## config.mk

```make
export PLATFORM = sky130hd
export DESIGN_NAME = counter_updown_mod_flat
export DESIGN_NICKNAME = d
export VERILOG_FILES = /design/src/rtl/counter_updown_mod_if.sv /design/src/rtl/counter_updown_mod.sv /design/src/flat_wrapper.sv
export SDC_FILE = /design/constraint.sdc
export NUM_CORES = 1
export LEC_CHECK = 0
export CORE_AREA = 4 4 41 43
export CTS_BUF_LIST = sky130_fd_sc_hd__clkbuf_8 sky130_fd_sc_hd__clkbuf_16
export DETAILED_ROUTE_END_ITERATION = 10
export DIE_AREA = 0 0 45 47
export PLACE_DENSITY = 0.62
export SYNTH_ARGS = -nofsm -noshare
export SYNTH_HDL_FRONTEND = slang
export SYNTH_SLANG_ARGS = --single-unit
```

## constraint.sdc

```tcl
create_clock -name clk_i -period 1.9 [get_ports clk_i]
set_input_delay 0.38 -clock clk_i [delete_from_list [all_inputs] [get_ports clk_i]]
set_output_delay 0.38 -clock clk_i [all_outputs]
set_load 0.01 [all_outputs]
```

## src/rtl/counter_updown_mod_if.sv

```systemverilog
// Control/status bundle for counter_updown_mod: the master drives the controls
// and the slave (the counter) returns the count and the status flags.
interface counter_updown_mod_if #(
   parameter int unsigned WIDTH = 4
);
   logic             clear;
   logic             load;
   logic [WIDTH-1:0] load_data;
   logic             enable;
   logic             up_down;
   logic [WIDTH-1:0] count;
   logic             tc;
   logic             wrap;
   logic             limit_seen;

   modport master (
      output clear, load, load_data, enable, up_down,
      input  count, tc, wrap, limit_seen
   );

   modport slave (
      input  clear, load, load_data, enable, up_down,
      output count, tc, wrap, limit_seen
   );
endinterface

```

## src/rtl/counter_updown_mod.sv

```systemverilog
// Up/down counter with clamped parallel load, synchronous clear, programmable
// modulus, wrap-or-saturate limits, terminal-count strobe and limit flags.
module counter_updown_mod #(
   parameter int unsigned WIDTH    = 4,
   parameter int unsigned MOD_MAX  = 2**WIDTH - 1,
   parameter int unsigned SATURATE = 0
) (
   input  logic                 clk_i,
   input  logic                 reset_n_i,
   counter_updown_mod_if.slave  bus_if
);

   localparam logic [WIDTH-1:0] MAX_C = WIDTH'(MOD_MAX);
   localparam logic [WIDTH-1:0] ONE_C = WIDTH'(1);

   logic [WIDTH-1:0] count_q;
   logic [WIDTH-1:0] count_d;
   logic             wrap_q;
   logic             wrap_d;
   logic             limit_seen_q;
   logic             limit_seen_d;
   logic             limit_cond;
   logic             limit_evt;

   // Loads above the modulus are clamped so count never exceeds MOD_MAX.
   function automatic logic [WIDTH-1:0] clamp_load(input logic [WIDTH-1:0] d);
      return (d > MAX_C) ? MAX_C : d;
   endfunction

   function automatic logic [WIDTH-1:0] step_count(input logic [WIDTH-1:0] cur,
                                                     input logic            up);
      logic [WIDTH-1:0] nxt;
      if (up) begin
         if (cur == MAX_C) nxt = (SATURATE != 0) ? cur : '0;
         else              nxt = cur + ONE_C;
      end else begin
         if (cur == '0)    nxt = (SATURATE != 0) ? cur : MAX_C;
         else              nxt = cur - ONE_C;
      end
      return nxt;
   endfunction

   assign limit_cond = bus_if.up_down ? (count_q == MAX_C) : (count_q == '0);
   assign limit_evt  = bus_if.enable & ~bus_if.load & ~bus_if.clear & limit_cond;

   always_comb begin
      count_d      = count_q;
      wrap_d       = 1'b0;
      limit_seen_d = limit_seen_q;
      if (bus_if.clear) begin
         count_d      = '0;
         limit_seen_d = 1'b0;
      end else if (bus_if.load) begin
         count_d = clamp_load(bus_if.load_data);
      end else if (bus_if.enable) begin
         count_d = step_count(count_q, bus_if.up_down);
         wrap_d  = limit_evt;
         if (limit_evt) limit_seen_d = 1'b1;
      end
   end

   always_ff @(posedge clk_i or negedge reset_n_i) begin
      if (!reset_n_i) begin
         count_q      <= '0;
         wrap_q       <= 1'b0;
         limit_seen_q <= 1'b0;
      end else begin
         count_q      <= count_d;
         wrap_q       <= wrap_d;
         limit_seen_q <= limit_seen_d;
      end
   end

   // tc is deliberately not gated by load/clear so it flags the limit state itself.
   assign bus_if.count      = count_q;
   assign bus_if.tc         = bus_if.enable & limit_cond;
   assign bus_if.wrap       = wrap_q;
   assign bus_if.limit_seen = limit_seen_q;

endmodule
```

## src/flat_wrapper.sv

```systemverilog
// flat-port wrapper written by rule: the top's interface ports become plain ports
module counter_updown_mod_flat 
#(
   parameter int unsigned WIDTH    = 4,
   parameter int unsigned MOD_MAX  = 2**WIDTH - 1,
   parameter int unsigned SATURATE = 0
)
  (clk_i, reset_n_i, bus_if_clear, bus_if_load, bus_if_load_data, bus_if_enable, bus_if_up_down, bus_if_count, bus_if_tc, bus_if_wrap, bus_if_limit_seen);
  counter_updown_mod_if #(.WIDTH(WIDTH)) bus_if_i ();
  input  logic clk_i;
  input  logic reset_n_i;
  input wire logic [$bits(bus_if_i.clear)-1:0] bus_if_clear;
  input wire logic [$bits(bus_if_i.load)-1:0] bus_if_load;
  input wire logic [$bits(bus_if_i.load_data)-1:0] bus_if_load_data;
  input wire logic [$bits(bus_if_i.enable)-1:0] bus_if_enable;
  input wire logic [$bits(bus_if_i.up_down)-1:0] bus_if_up_down;
  output wire logic [$bits(bus_if_i.count)-1:0] bus_if_count;
  output wire logic [$bits(bus_if_i.tc)-1:0] bus_if_tc;
  output wire logic [$bits(bus_if_i.wrap)-1:0] bus_if_wrap;
  output wire logic [$bits(bus_if_i.limit_seen)-1:0] bus_if_limit_seen;
  assign bus_if_i.clear = bus_if_clear;
  assign bus_if_i.load = bus_if_load;
  assign bus_if_i.load_data = bus_if_load_data;
  assign bus_if_i.enable = bus_if_enable;
  assign bus_if_i.up_down = bus_if_up_down;
  assign bus_if_count = bus_if_i.count;
  assign bus_if_tc = bus_if_i.tc;
  assign bus_if_wrap = bus_if_i.wrap;
  assign bus_if_limit_seen = bus_if_i.limit_seen;
  counter_updown_mod #(.WIDTH(WIDTH), .MOD_MAX(MOD_MAX), .SATURATE(SATURATE)) u_core (.clk_i(clk_i), .reset_n_i(reset_n_i), .bus_if(bus_if_i));
endmodule
```

==> impl_metrics.env, run 1 <==
export IMPL_status="complete, but fails checks"
export IMPL_violations="negative setup slack"
export IMPL_dp_hpwl_um=858.6
export IMPL_firstDrtPassIters=4
export IMPL_ir_worst_vdd_uv=288.7
export IMPL_synth_top_area_share_pct=34.88
export IMPL_path_max_fanout=3
export IMPL_netlist_area_um2=430.4
export IMPL_fin_crit_ns=1.957
export IMPL_setup_tns_ns=-0.05669
export IMPL_pre_cts_ws_ns=-0.4881
export IMPL_seq_area_um2=150.1
export IMPL_clock_path_buffers=2
export IMPL_synth_common_cells="dfrtp_1 (6), nor2_1 (6), a21oi_1 (5), inv_1 (4), nand2_1 (4)"
export IMPL_startpoint_type="flop"
export IMPL_placementRows=13
export IMPL_ys_seq_elements=6
export IMPL_fp_dieW_um=45
export IMPL_leakage_nw=0.3311
export IMPL_fin_util_pct=56.44
export IMPL_area_growth_pct=70.64
export IMPL_setup_viol=1
export IMPL_grt_pass1_wl_um=1918
export IMPL_io_buffers=16
export IMPL_ys_types=24
export IMPL_hold_violations=0
export IMPL_cap_violations=0
export IMPL_synth_area_top_cells="dfrtp_1 (35%), a21oi_1 (5.8%), ha_1 (5.8%), nor2_1 (5.2%), a21boi_4 (4.4%)"
export IMPL_num_fill_cells=125
export IMPL_gp_congestion=0.7629
export IMPL_syn_nets=59
export IMPL_gr_total_overflow=0
export IMPL_drive_gt1_share_pct=32.89
export IMPL_drtIter0Drc=13
export IMPL_grt_max_degree=8
export IMPL_grt_pass1_vias=442
export IMPL_layout_setup_ws_ns=-0.05669
export IMPL_skew_ns=0.005204
export IMPL_async_flop_share_pct=100.0
export IMPL_cts_hold_buf=0
export IMPL_multi_input_area_um2=266.5
export IMPL_diodes=0
export IMPL_slew_headroom_pct=80.89
export IMPL_start_util_pct=33.08
export IMPL_grtUsageTotal_pct=13.01
export IMPL_clkLatencyLatePin_ns=0.22
export IMPL_numClockSinks=6
export IMPL_fin_crit_sh_pct=103.0
export IMPL_power_mw=0.4959
export IMPL_htreeDepth=1
export IMPL_synth_seq_area_share_pct=34.88
export IMPL_finalNetCount=90
export IMPL_numCtsBuffers=3
export IMPL_synth_flop_cell="dfrtp_1"
export IMPL_ant_nets=0
export IMPL_wl_per_cell_um=12.95
export IMPL_synthCells=47
export IMPL_r2r_start="u_core.bus_if.count[1]"
export IMPL_viasPerCell=4.989
export IMPL_fin_hold_ws_ns=0.4030
export IMPL_yosysWarnings=0
export IMPL_worst_hold_path_type="in2async"
export IMPL_core_area_um2=1301
export IMPL_synth_edf_count=0
export IMPL_drv_slew=0
export IMPL_worstPathArrival_ns=1.58
export IMPL_worst_setup_path_end_kind="primary output"
export IMPL_antenna_found_initial=0
export IMPL_avgSynthCellArea_um2=9.158
export IMPL_max_freq_mhz=511.1
export IMPL_worstSetupPathType="reg2out"
export IMPL_cts_tree="yes"
export IMPL_power_density_nw_per_um2=675.1
export IMPL_drc_errors=0
export IMPL_worst_pin_slew_ns=0.2857
export IMPL_yosys_area_top_type="dfrtp_1"
export IMPL_required_ns=1.52
export IMPL_via_count=454
export IMPL_wirelength_um=1178
export IMPL_startpoint="u_core.bus_if.count[1]"
export IMPL_rsz0062_at_grt="true"
export IMPL_dieArea_um2=2115
export IMPL_die_h_um=47
export IMPL_path_clk_slew_ns=0.04
export IMPL_io_pins=17
export IMPL_clk_root_buffer_cell="clkbuf_8"
placed cells by master (no fill, tap or decap), types with 2 or more instances in the layout:
| cell | instances |
|---|---|
| dfrtp_1 | 6 |
| buf_4 | 11 |
| inv_1 | 2 |
| clkbuf_8 | 3 |
| nor2_1 | 6 |
| xor2_1 | 2 |
| clkdlybuf4s50_1 | 14 |
| a21oi_1 | 5 |
| nand4_1 | 2 |
| inv_2 | 2 |
| nand2_1 | 4 |
logic make-up after synthesis:
logic type | Yosys count | share of synthesized area, %
AND/OR/NAND/NOR | 18 | 22.39
XOR/XNOR | 2 | 4.071
AO/OA/AOI/OAI | 12 | 21.80
buffers and inverters | 5 | 6.103
flip-flops | 6 | 34.88
multiplexers | 2 | 4.942
adder cells (fa/ha/maj) | 2 | 5.813
stage by stage:
| stage | instance area, µm² | std cells |
|---|---|---|
| final | 734.5 | 91 |
| after global placement | 665.6 | 86 |
| after global routing | 734.5 | 91 |
| after detailed placement | 665.6 | 86 |
| after floorplan | 430.4 | 47 |
| after CTS | 728.2 | 91 |
layer usage:
metal	global-route usage [%]	vias up	routed length, µm
met5	0	-	0
li1	-	226	-
met2	21.47	20	561
met1	15.63	204	522
met3	2.682	4	81
met4	7.602	0	12
final cells by class:
type	count	area share (%)
Multi-Input combinational cell	36	36.29
Timing Repair Buffer	27	33.05
Sequential cell	6	20.44
Clock buffer	3	5.622
Tap cell	15	2.555
Inverter	4	2.044
critical path, cell delays in order (launching register included):
cell	delay [ns]
dfrtp_1	0.37
inv_2	0.08
ha_4	0.14
or4b_4	0.48
a21boi_4	0.16
buf_6	0.12
sequential cells by signal (all words and copies together) (netlist names):
name,count
u_core.bus_if.count,4
u_core.bus_if.limit_seen,1
u_core.bus_if.wrap,1
report_power, final:
group	internal, mW	total (mW)	switching, mW
Clock	0.136	0.193	0.0567
Combinational	0.0911	0.158	0.0673
Sequential	0.138	0.144	0.00658
repair_timing:
item | CTS | global route
endpoints found under the hold margin | 0 | 0
resized for setup | 9 | 1
endpoints found under the setup margin | 1 | 1
setup buffers | 2 | 0
pin swaps | 3 | 1
path summary, 6_finish.rpt:
check / cells past startpoint / slack, ns / to
max in group asynchronous: 1 / 1.27 / u_core.bus_if.count[3]
worst min-delay path: 1 / 0.40 / u_core.bus_if.count[2]
worst min register to register: 2 / 0.50 / u_core.bus_if.limit_seen
min in group clk_i: 2 / 0.50 / u_core.bus_if.limit_seen
worst max-delay path: 5 / -0.06 / bus_if_tc
worst max register to register: 7 / 0.23 / u_core.bus_if.count[3]
Power figures use the tool's default switching activity.
==> inputs of run 2 (changes only) <==
--- a/config.mk
+++ b/config.mk
@@ -7,6 +7,7 @@
 export LEC_CHECK = 0
 export CORE_AREA = 4 4 41 43
 export CTS_BUF_LIST = sky130_fd_sc_hd__clkbuf_8 sky130_fd_sc_hd__clkbuf_16
+export CTS_CLUSTER_DIAMETER = 100
 export DETAILED_ROUTE_END_ITERATION = 10
 export DIE_AREA = 0 0 45 47
 export PLACE_DENSITY = 0.62
==> results of run 2 <==
The final DEF is identical to that of run 1; final timing and power are the same.
==> inputs of run 3 (changes only) <==
==> constraint.sdc (replaced) <==
create_clock -name clk_i -period 2.15 [get_ports clk_i]
set_input_delay 0.43 -clock clk_i [delete_from_list [all_inputs] [get_ports clk_i]]
set_output_delay 0.43 -clock clk_i [all_outputs]
set_load 0.01 [all_outputs]
==> impl_metrics.env, run 3 (synthesized netlist as in run 1, its figures left out) <==
export IMPL_status="finished clean"
export IMPL_setup_viol=0
export IMPL_worstPathArrival_ns=1.65
export IMPL_grt_pass1_vias=476
export IMPL_fin_crit_sh_pct=96.66
export IMPL_reg2regPathDepth=7
export IMPL_rsz0062_at_grt="false"
export IMPL_final_common_cell="clkdlybuf4s50_1"
export IMPL_gr_total_overflow=0
export IMPL_numCtsBuffers=3
export IMPL_fin_hold_ws_ns=0.4478
export IMPL_antenna_found_initial=0
export IMPL_postPlaceCellArea_um2=658.1
export IMPL_grtUsageTotal_pct=12.76
export IMPL_viasPerCell=5.205
export IMPL_leakage_nw=0.3133
export IMPL_num_fill_cells=137
export IMPL_p_switching_mw=0.1196
export IMPL_power_density_nw_per_um2=624.5
export IMPL_wl_per_cell_um=13.61
export IMPL_fp_dieW_um=45
export IMPL_ir_worst_vdd_uv=308.2
export IMPL_postLayoutCellArea_um2=696.9
export IMPL_worst_hold_path_type="in2async"
export IMPL_cap_violations=0
export IMPL_finalNetCount=87
export IMPL_grt_max_degree=8
export IMPL_worst_setup_path_end_kind="primary output"
export IMPL_drv_slew=0
export IMPL_htreeDepth=1
export IMPL_max_freq_mhz=481.2
export IMPL_io_buffers=16
export IMPL_via_count=458
export IMPL_fin_crit_ns=2.078
export IMPL_required_ns=1.72
export IMPL_grt_pass1_wl_um=1966
export IMPL_clk_root_buffer_cell="clkbuf_8"
export IMPL_core_area_um2=1301
export IMPL_numClockSinks=6
export IMPL_worst_pin_slew_ns=0.2889
export IMPL_final_cell_mix="clkdlybuf4s50_1 (15), buf_4 (8), nor2_1 (6), dfrtp_1 (6), a21oi_1 (5)"
export IMPL_sw_frac_of_total_pct=27.49
export IMPL_seq_area_um2=150.1
export IMPL_internal_power_mw=0.3156
export IMPL_startpoint_type="input port"
export IMPL_dieArea_um2=2115
export IMPL_multi_input_area_um2=256.5
export IMPL_placementRows=13
export IMPL_io_pins=17
export IMPL_drtIter0Drc=8
export IMPL_path_max_fanout=2
export IMPL_skew_ns=0.007508
export IMPL_worstSetupPathType="in2out"
export IMPL_pwr_share_comb_pct=29.9
export IMPL_firstDrtPassIters=4
export IMPL_diodes=0
export IMPL_largest_register_ffs=4
export IMPL_cts_hold_buf=0
export IMPL_die_h_um=47
export IMPL_ant_nets=0
export IMPL_hold_violations=0
export IMPL_clock_path_buffers=2
export IMPL_pwr_share_clk_pct=41.2
export IMPL_area_growth_pct=61.92
export IMPL_slew_headroom_pct=80.68
export IMPL_gp_congestion=0.7725
export IMPL_start_util_pct=33.08
export IMPL_drc_errors=0
export IMPL_pwr_share_seq_pct=28.9
export IMPL_wirelength_um=1198
export IMPL_drive_gt1_share_pct=27.40
export IMPL_clkLatencyLatePin_ns=0.23
export IMPL_path_clk_slew_ns=0.04
export IMPL_cts_tree="yes"
==> run 3: through the flow <==
step                total power [mW]  worst slack, ns  instances  setup TNS, ns  utilization, %
CTS                           0.4358          0.06418         88              0           53.56
global placement              0.2562          -0.3506         85        -0.3506           50.58
global route                  0.4542          0.01011         88              0           53.56
finish                        0.4352          0.07190         88              0           53.56
detailed placement            0.2557          -0.3415         85        -0.3415           50.58
floorplan                     0.1878           0.3678         47              0               -
==> run 3: area by class of cell <==
cell class | instances | share of cell area, %
sequential | 6 | 21.54
inverter | 4 | 2.154
clock buffer | 3 | 5.925
tap | 15 | 2.693
timing repair buffer | 24 | 30.88
multi-input combinational | 36 | 36.80
==> run 3: routing by layer <==
layer,wire (µm),global-route usage (%)
met4,9,7.018
met1,510,13.76
met3,82,2.682
met2,595,23.16
met5,0,0
==> run 3: power by group through the flow <==
stage	Combinational [mW]	Sequential (mW)	Clock [mW]
5_1_grt	0.140	0.127	0.187
2_1_floorplan	0.0502	0.138	0
6_report	0.130	0.126	0.179
3_3_place_gp	0.128	0.128	0
3_5_place_dp	0.128	0.128	0
4_1_cts	0.130	0.126	0.179
==> run 3: path summary, 6_finish.rpt <==
path	endpoint	slack, ns	from
max	bus_if_tc	0.07	bus_if_up_down
min	u_core.bus_if.count[2]	0.45	reset_n_i
max reg2reg	u_core.bus_if.limit_seen	0.56	u_core.bus_if.count[1]
min reg2reg	u_core.bus_if.limit_seen	0.50	u_core.bus_if.limit_seen
max in group asynchronous	u_core.bus_if.count[0]	1.47	reset_n_i
min in group clk_i	u_core.bus_if.limit_seen	0.50	u_core.bus_if.limit_seen
==> run 3: repair_timing <==
| item | 4_1_cts | 5_1_grt |
|---|---|---|
| setup endpoints to repair | 1 | 0 |
| buffers inserted | 0 | 0 |
| resized for setup | 5 | 0 |
==> run 3: worst max-delay path, stage by stage <==
cell	delay [ns]
clkdlybuf4s50_1	0.42
or4b_4	0.51
a21boi_4	0.14
buf_2	0.14
